File: src/rtl/mem_access_pkg.sv
// rtl/mem_access_pkg.sv - shared types and constants for the data-memory access unit
package mem_access_pkg;

  typedef enum logic [1:0] {
    OP_LWP = 2'b00,
    OP_SWP = 2'b01,
    OP_LBP = 2'b10,
    OP_SBP = 2'b11
  } mem_op_t;

  typedef enum logic [1:0] {
    IDLE,
    ACCESS,
    SPLIT,
    RESP
  } mau_state_t;

  localparam int WORD_BYTES = 4;

  // op[1] selects byte width, op[0] selects store
  function automatic logic op_is_byte(input logic [1:0] op);
    return op[1];
  endfunction

  function automatic logic op_is_store(input logic [1:0] op);
    return op[0];
  endfunction

endpackage

File: src/rtl/byte_lane_merge.sv
// rtl/byte_lane_merge.sv - replaces byte lane 'lane' of a word with byte_in
module byte_lane_merge
  import mem_access_pkg::*;
(
  input  logic [WORD_BYTES*8-1:0] word,
  input  logic [7:0]              byte_in,
  input  logic [1:0]              lane,
  output logic [WORD_BYTES*8-1:0] merged
);

  always_comb begin
    merged = word;
    merged[8*lane +: 8] = byte_in;
  end

endmodule

File: src/rtl/mem_access_unit.sv
// rtl/mem_access_unit.sv - core-side data-memory initiator with unaligned word splitting
module mem_access_unit
  import mem_access_pkg::*;
#(
  parameter int DATA_WIDTH    = 32,
  parameter int ADDRESS_WIDTH = 32,
  parameter int MEM_LIMIT     = 1024
) (
  input  logic                     clk,
  input  logic                     rst,
  input  logic                     req_valid,
  output logic                     req_ready,
  input  logic [1:0]               req_op,
  input  logic [ADDRESS_WIDTH-1:0] req_addr,
  input  logic [DATA_WIDTH-1:0]    req_wdata,
  output logic                     resp_valid,
  input  logic                     resp_ready,
  output logic [DATA_WIDTH-1:0]    resp_rdata,
  output logic                     resp_err,
  output logic [ADDRESS_WIDTH-1:0] mem_address,
  output logic [DATA_WIDTH-1:0]    mem_write_data,
  output logic                     mem_we,
  output logic                     mem_be,
  input  logic [DATA_WIDTH-1:0]    mem_read_data
);

  localparam logic [ADDRESS_WIDTH:0] LIMIT     = (ADDRESS_WIDTH+1)'(MEM_LIMIT);
  localparam logic [ADDRESS_WIDTH:0] WORD_TAIL = (ADDRESS_WIDTH+1)'(WORD_BYTES - 1);
  localparam logic [DATA_WIDTH-9:0]  PAD       = '0;

  mau_state_t               state;
  mem_op_t                  op_q;
  mem_op_t                  req_op_e;
  logic [ADDRESS_WIDTH-1:0] addr_q;
  logic [DATA_WIDTH-1:0]    wdata_q;
  logic [1:0]               k_q;
  logic [1:0]               k_next;
  logic [ADDRESS_WIDTH:0]   last_byte;
  logic                     req_oob;
  logic                     req_direct;
  logic [DATA_WIDTH-1:0]    merged;

  // One extra address bit keeps addr+3 from wrapping back into range
  always_comb begin
    req_op_e   = mem_op_t'(req_op);
    last_byte  = {1'b0, req_addr} + (op_is_byte(req_op) ? {(ADDRESS_WIDTH+1){1'b0}} : WORD_TAIL);
    req_oob    = (last_byte >= LIMIT);
    req_direct = op_is_byte(req_op) || (req_addr[1:0] == 2'b00);
    k_next     = k_q + 2'd1;
  end

  byte_lane_merge u_merge (
    .word    (resp_rdata),
    .byte_in (mem_read_data[7:0]),
    .lane    (k_q),
    .merged  (merged)
  );

  always_ff @(posedge clk or negedge rst) begin
    if (!rst) begin
      state          <= IDLE;
      op_q           <= OP_LWP;
      addr_q         <= '0;
      wdata_q        <= '0;
      k_q            <= 2'd0;
      req_ready      <= 1'b1;
      resp_valid     <= 1'b0;
      resp_rdata     <= '0;
      resp_err       <= 1'b0;
      mem_address    <= '0;
      mem_write_data <= '0;
      mem_we         <= 1'b0;
      mem_be         <= 1'b0;
    end else begin
      case (state)
        IDLE: begin
          if (req_valid) begin
            op_q       <= req_op_e;
            addr_q     <= req_addr;
            wdata_q    <= req_wdata;
            k_q        <= 2'd0;
            req_ready  <= 1'b0;
            resp_rdata <= '0;
            if (req_oob) begin
              state      <= RESP;
              resp_valid <= 1'b1;
              resp_err   <= 1'b1;
            end else if (req_direct) begin
              state       <= ACCESS;
              mem_address <= req_addr;
              mem_be      <= op_is_byte(req_op);
              mem_we      <= op_is_store(req_op);
              case (req_op_e)
                OP_SWP:  mem_write_data <= req_wdata;
                OP_SBP:  mem_write_data <= {PAD, req_wdata[7:0]};
                default: mem_write_data <= '0;
              endcase
            end else begin
              state          <= SPLIT;
              mem_address    <= req_addr;
              mem_be         <= 1'b1;
              mem_we         <= (req_op_e == OP_SWP);
              mem_write_data <= {PAD, req_wdata[7:0]};
            end
          end
        end
        ACCESS: begin
          if (!op_is_store(op_q)) resp_rdata <= mem_read_data;
          state          <= RESP;
          resp_valid     <= 1'b1;
          mem_address    <= '0;
          mem_write_data <= '0;
          mem_we         <= 1'b0;
          mem_be         <= 1'b0;
        end
        SPLIT: begin
          if (op_q == OP_LWP) resp_rdata <= merged;
          if (k_q == 2'd3) begin
            state          <= RESP;
            resp_valid     <= 1'b1;
            mem_address    <= '0;
            mem_write_data <= '0;
            mem_we         <= 1'b0;
            mem_be         <= 1'b0;
          end else begin
            k_q            <= k_next;
            mem_address    <= addr_q + ADDRESS_WIDTH'(k_next);
            mem_write_data <= {PAD, wdata_q[8*k_next +: 8]};
          end
        end
        RESP: begin
          if (resp_ready) begin
            state      <= IDLE;
            req_ready  <= 1'b1;
            resp_valid <= 1'b0;
            resp_rdata <= '0;
            resp_err   <= 1'b0;
          end
        end
        default: state <= IDLE;
      endcase
    end
  end

endmodule

File: config.mk
export PLATFORM = sky130hd
export DESIGN_NAME = mem_access_unit
export DESIGN_NICKNAME = d
export VERILOG_FILES = /design/src/rtl/mem_access_pkg.sv /design/src/rtl/byte_lane_merge.sv /design/src/rtl/mem_access_unit.sv
export SDC_FILE = /design/constraint.sdc
export NUM_CORES = 1
export LEC_CHECK = 0
export BUFFER_PORTS_ARGS = -buffer_cell sky130_fd_sc_hd__buf_2
export CORE_ASPECT_RATIO = 0.8
export CORE_MARGIN = 3
export CORE_UTILIZATION = 30
export CTS_CLUSTER_SIZE = 40
export DETAILED_ROUTE_END_ITERATION = 6
export PLACE_DENSITY = 0.55
export SYNTH_ARGS = -nofsm -noshare
export SYNTH_HDL_FRONTEND = slang
export SYNTH_SLANG_ARGS = --single-unit
File: constraint.sdc
create_clock -name clk -period 4.6 [get_ports clk]
set_clock_uncertainty 0.05 [all_clocks]
set_input_delay 0.92 -clock clk [delete_from_list [all_inputs] [get_ports clk]]
set_output_delay 0.92 -clock clk [all_outputs]
set_load 0.02 [all_outputs]
Yosys cells after proc, flatten, opt, wreduce, memory -nomap -nowiden
Cells that the tools add are included.

word-level totals
  bits in registers = 171
  bits of input ports = 102
  output and inout port bits = 101
  logic and storage cells = 95

cells by class
  add/sub/neg operators = 4
  $lt $le $gt $ge = 1
  eq/ne operators = 14
  shift-type cells = 3
  multiplexer cells = 44
  reductions and logical operators = 16

operator list
  cell                     count
  $mux 32                  10
  $pmux 32 s3              2
  $pmux 32 s4              1
  $pmux 32 s2              1
  $neg 5->34               1
  $shift 8x34->32 const A  1
  $shiftx 8x34->32         1
  $add 32x2->33            1
  $ge 33x11->1 const B     1
  $add 32x2->32            1
  $bwmux 32                1
  $shiftx 32x6->8          1
  $mux 2                   8
  $ne 2x2->1 const B       8
  $reduce_and 4->1         4
  $mux 1                   13
  $reduce_and 3->1         4
  $eq 2x2->1 const B       4
  $mux 8                   1
  $pmux 2 s4               1
  $logic_not 2->1          3
  $pmux 1 s3               2
  $eq 2x1->1 const B       2
  $pmux 1 s2               2
  7 further kinds          8

Depth between registers and ports, before layout
  depth after elaboration = 6
  depth in mapped cells = 15
  gate-level depth less buffers = 13

By module
From an unflattened synthesis, not the netlist that was laid out.

second synthesis, totals
  cells, all modules = 954
  area, all modules = 9480.3 sq um

modules (own cells, without submodules)
  module           instances  cells an instance  area each (sq um)
  mem_access_unit  1          886                8932.3
  byte_lane_merge  1          68                 548.0

Worst setup path after synthesis
No wires, ideal clock.

  path type = input to register
  start = input req_op[1]
  end = register mem_address[8]
  setup time = 0.128 ns
  arrival = 3.844 ns
  setup slack = 0.578 ns
  stages = 13
  path through = inv_1 -> ha_1 -> inv_1 -> fa_1 -> nand4b_1 -> nor4_1 -> nand2_1 -> o22a_1 -> or4_4 -> nor3_4 -> a32oi_2 -> buf_2 -> mux2_1

on the way
  word-level cells in the longest chain between the ends = 5

RTL lines
  item                        RTL line                source
  from (decl)                 mem_access_unit.sv:13   input logic [1:0] req_op,
  $mux 2                      mem_access_unit.sv:46   last_byte = {1'b0, req_addr} + (op_is_byte(req_op) ? {(ADDRESS_WIDTH+1){1'b0}} : WORD_TAIL);
  $add 32x2->33               mem_access_unit.sv:46
  $ge 33x11->1                mem_access_unit.sv:47   req_oob = (last_byte >= LIMIT);
  $ne 2x2->1 (no line)        -
  $reduce_and 3->1 (no line)  -
  to (signal assigned)        mem_access_unit.sv:90   mem_address <= req_addr;
  to (signal assigned)        mem_access_unit.sv:100  mem_address <= req_addr;
  to (signal assigned)        mem_access_unit.sv:127  mem_address <= addr_q + ADDRESS_WIDTH'(k_next);
  to (decl)                   mem_access_unit.sv:20   output logic [ADDRESS_WIDTH-1:0] mem_address,

Every way passes these cells.
A chain may end at the register's enable or synchronous reset.

Worst setup path in the final report
  start = input req_op[1]
  end = register mem_address[26]

The elaborated chain is that of the path after synthesis.

==> out/metrics.yaml <==
yosys:
  post-synth-top-area-fraction_pct: 48.2
  main_area_contributors_after_synthesis: "sky130_fd_sc_hd__dfrtp_1, sky130_fd_sc_hd__mux2_2, sky130_fd_sc_hd__nand2_1, sky130_fd_sc_hd__a22oi_1, sky130_fd_sc_hd__nand3_1"
  synthesis.yosys.warnings: 0
  number_of_nets_in_the_synthesized_netlist: 997
  post_synth.cell_area_avg_sq_um: 10.1
  dominantRegCellSynth: "sky130_fd_sc_hd__dfrtp_1"
  ys_ff_latch: 171
  synthesis.instances: 878
  netlist_area_sq_um: 8830
  asyncSetResetFlopFracSynth_pct: 100
  synth-edff-count: 0
  synth_largest_area_cell: "sky130_fd_sc_hd__dfrtp_1"
  synth_cell_type_count: 58
  synth.yosys.seq_area_share_pct: 48.5
sta:
  rsz0062_at_grt: "no"
  finalWorstSetupSlack_ps: 515
  maxClockFrequency_mhz: 245
  hold_ws_ps: 386
  min_period_ps: 4080
  final-setup-viol-count: 0
  timing.final.crit_share_pct: 88.8
  fin_setup_tns_ps: 0
  fin_max_slew_vios: 0
  worst_pin_slew_ps: 1050
  hold_violations: 0
  worst_slew_margin_rel_pct: 29.8
worst_setup_path:
  critical_path_cell_sequence: "buf_2 > inv_1 > ha_1 > inv_1 > fa_1 > nand4b_1 > nor4_1 > nand2_1 > o22a_1 > or4_4 > nor3_4 > a32oi_4 > buf_12 > a221oi_1 > a21oi_1"
  cp-end-kind: "flop"
  crit_path_frequent_cell: "sky130_fd_sc_hd__inv_1"
  timing.critical_path.slowest_cell_delay_ps: 490
  worst_setup_path_start_kind: "input port"
  crit_type: "input port to flop"
  critical_path_peak_fanout: 78
  worst_path_max_delay_cell: "sky130_fd_sc_hd__or4_4"
  critPathRequiredTime_ps: 4860
  cp_data_arrival_time_ps: 4340
  worst-r2r-cell-count: 13
clock_network:
  insertion_delay_ps: 430
  cts_tree: "built"
  ctsHtreeMaxLevel: 4
  holdBufCountCts: 0
  clk_transition_reported_paths_ps: 70
  numClockSinks: 171
  cts_setup_buffers: 0
  clock_tree.buffer_depth: 2
  cts_repair_resize_count: 0
  numCtsBuffers: 17
  clockRootBuffer: "sky130_fd_sc_hd__clkbuf_16"
floorplanning:
  die_area_sq_um: 31500
  floorplan.core_area_sq_um: 28600
  chipHeight_um: 159
  die_w_um: 198
  boundaryPins: 203
  std_cell_rows: 55
  start_util_pct: 30.9
grt:
  grt_usage_pct: 17.5
  grt_first_pass_wirelength_mm: 42.9
  via_count_of_the_first_global_routing_pass: 7316
  largest_net_degree_at_the_start_of_global_routing: 85
  antenna_found_initial: 6
  grt_overflow_total: 0
cells_and_area:
  n_antenna_cell: 0
  final_std_cell_area_no_fill_sq_um: 10900
  final-instance-count-excl-fill: 1450
  nets: 1186
  core_utilization_of_the_finished_layout_pct: 38.1
  share_of_post_route_cells_with_drive_strength_above_1_pct: 30.8
  area.growth.synth_to_final_pct: 23.4
job:
  max-cap-violations: 0
routing:
  via_per_inst: 5.11
  wirelength_mm: 27.3
  drt-pass1-iter-count: 4
  detailedRoute.firstIterationViolations: 416
  drt.antenna.violating_nets: 0
  wl_per_cell_um: 18.8
  detailroute.via_count: 7404
  post-route-drc-count: 0
power_and_ir_drop:
  power_per_cell_area_nw_per_um2: 701
  vdd_drop_max_uv: 366
  power_leakage_nw: 4.92
  p_total_mw: 7.64
place:
  place.gp.congestion: 0.842
  pre_cts_slack_ps: 120
  dp_cells: 1418
  numPortBuffers: 202
  dpl_cell_area_sq_um: 10300
  hpwlAfterDp_mm: 19.5
status:
  status: "complete, no violations"
min_path:
  worst_hold_path_type: "input port to async pin"
==> cell type report <==
cell class	count	area, sq um
fillers	2900	17700
flip-flops and latches	171	4280
multi-input cells	592	4130
repair buffers	222	1200
well taps	370	463
clock buffers	18	429
inverters	63	236
clock inverters	14	159
==> placed cells by master, fill, tap and decap left out, types with 4 or more instances in the layout <==
master                      instances
sky130_fd_sc_hd__nand2_1           99
sky130_fd_sc_hd__o22ai_1           26
sky130_fd_sc_hd__o211ai_1           5
sky130_fd_sc_hd__mux2_2            63
sky130_fd_sc_hd__and3_1            16
sky130_fd_sc_hd__clkinv_4           4
sky130_fd_sc_hd__a22o_1            12
sky130_fd_sc_hd__a22oi_1           32
sky130_fd_sc_hd__inv_6              4
sky130_fd_sc_hd__nor2_1            20
sky130_fd_sc_hd__nand4_1            8
sky130_fd_sc_hd__nor3_1            13
sky130_fd_sc_hd__buf_2            201
sky130_fd_sc_hd__xor2_1            13
sky130_fd_sc_hd__o31ai_1            6
sky130_fd_sc_hd__o21ai_1           28
sky130_fd_sc_hd__buf_4             17
sky130_fd_sc_hd__and4_1             6
sky130_fd_sc_hd__nand3_1           46
sky130_fd_sc_hd__o21ai_0           41
sky130_fd_sc_hd__ha_1              15
sky130_fd_sc_hd__dfrtp_1          170
sky130_fd_sc_hd__a21oi_1           36
sky130_fd_sc_hd__nor2b_1            4
sky130_fd_sc_hd__xnor2_1           22
sky130_fd_sc_hd__mux4_2             8
sky130_fd_sc_hd__clkbuf_16         17
sky130_fd_sc_hd__inv_1             61
sky130_fd_sc_hd__a221oi_1          23
sky130_fd_sc_hd__and2_1             6
==> layer usage <==
metal | wire (um) | GRT usage (%) | share of wire (%) | up-vias
li1 | - | - | - | 3553
met1 | 13000 | 24.3 | 47 | 3589
met5 | 82 | 0 | 0.30 | -
met4 | 380 | 4.66 | 1.4 | 12
met2 | 11800 | 25.8 | 43 | 213
met3 | 2110 | 6.26 | 7.7 | 37
==> power breakdown <==
group          internal, mW  total, mW  switching [mW]
sequential             2.12       2.52           0.400
combinational          1.40       3.63            2.23
clock                 0.813       1.48           0.670
==> cells by family (layout without fill, tap and decap cells) <==
group                    after synthesis  after routing  share of synthesized area, %
XOR/XNOR                              35             35                          3.47
AO/OA/AOI/OAI                        225            225                          16.5
buffers and inverters                115            317                          5.07
AND/OR/NAND/NOR                      240            240                          13.3
multiplexers                          75             75                          10.5
adder cells (fa/ha/maj)               17             17                          2.58
flip-flops                           171            171                          48.5
==> critical path: cells and delay by family <==
kind,cells,cell delay [ps]
AOI/OAI and AO/OA,4,700
adders and majority gates,2,550
and+or+nand+nor,5,1600
buffers and inverters,4,510
==> synthesized netlist by cell type, types with 3 or more instances <==
master                     count
sky130_fd_sc_hd__a21oi_1      36
sky130_fd_sc_hd__a221oi_1     23
sky130_fd_sc_hd__a22o_1       12
sky130_fd_sc_hd__a22oi_1      32
sky130_fd_sc_hd__and2_1        6
sky130_fd_sc_hd__and3_1       16
sky130_fd_sc_hd__and4_1        6
sky130_fd_sc_hd__buf_1         5
sky130_fd_sc_hd__buf_2         4
sky130_fd_sc_hd__buf_4         3
sky130_fd_sc_hd__clkbuf_1     40
sky130_fd_sc_hd__dfrtp_1     170
sky130_fd_sc_hd__ha_1         15
sky130_fd_sc_hd__inv_1        61
sky130_fd_sc_hd__mux2_2       63
sky130_fd_sc_hd__mux2i_1       3
sky130_fd_sc_hd__mux4_2        8
sky130_fd_sc_hd__nand2_1     100
sky130_fd_sc_hd__nand2b_1      3
sky130_fd_sc_hd__nand3_1      47
sky130_fd_sc_hd__nand4_1       8
sky130_fd_sc_hd__nor2_1       21
sky130_fd_sc_hd__nor2b_1       4
sky130_fd_sc_hd__nor3_1       13
sky130_fd_sc_hd__nor3b_1       3
sky130_fd_sc_hd__nor4b_1       3
sky130_fd_sc_hd__o211ai_1      5
sky130_fd_sc_hd__o21ai_0      41
sky130_fd_sc_hd__o21ai_1      28
sky130_fd_sc_hd__o22ai_1      26
sky130_fd_sc_hd__o31ai_1       6
sky130_fd_sc_hd__xnor2_1      22
sky130_fd_sc_hd__xor2_1       13
==> flip-flops by register name (all words and copies together) (netlist names) <==
| name | cells |
|---|---|
| state | 2 |
| addr_q | 32 |
| mem_write_data | 32 |
| resp_valid | 1 |
| wdata_q | 32 |
| mem_be | 1 |
| k_q | 2 |
| resp_err | 1 |
| mem_we | 1 |
| op_q | 2 |
| mem_address | 32 |
| resp_rdata | 32 |
| req_ready | 1 |
==> final timing paths <==
kind,to,startpoint,slack [ps]
max,mem_address[26],req_op[1],520
min,addr_q[4],rst,390
max reg2reg,mem_address[28],k_q[1],1250
min reg2reg,mem_address[31],mem_address[31],420
max in group asynchronous,resp_rdata[10],rst,3210
min in group clk,mem_address[31],mem_address[31],420
Power figures use the tool's default switching activity.
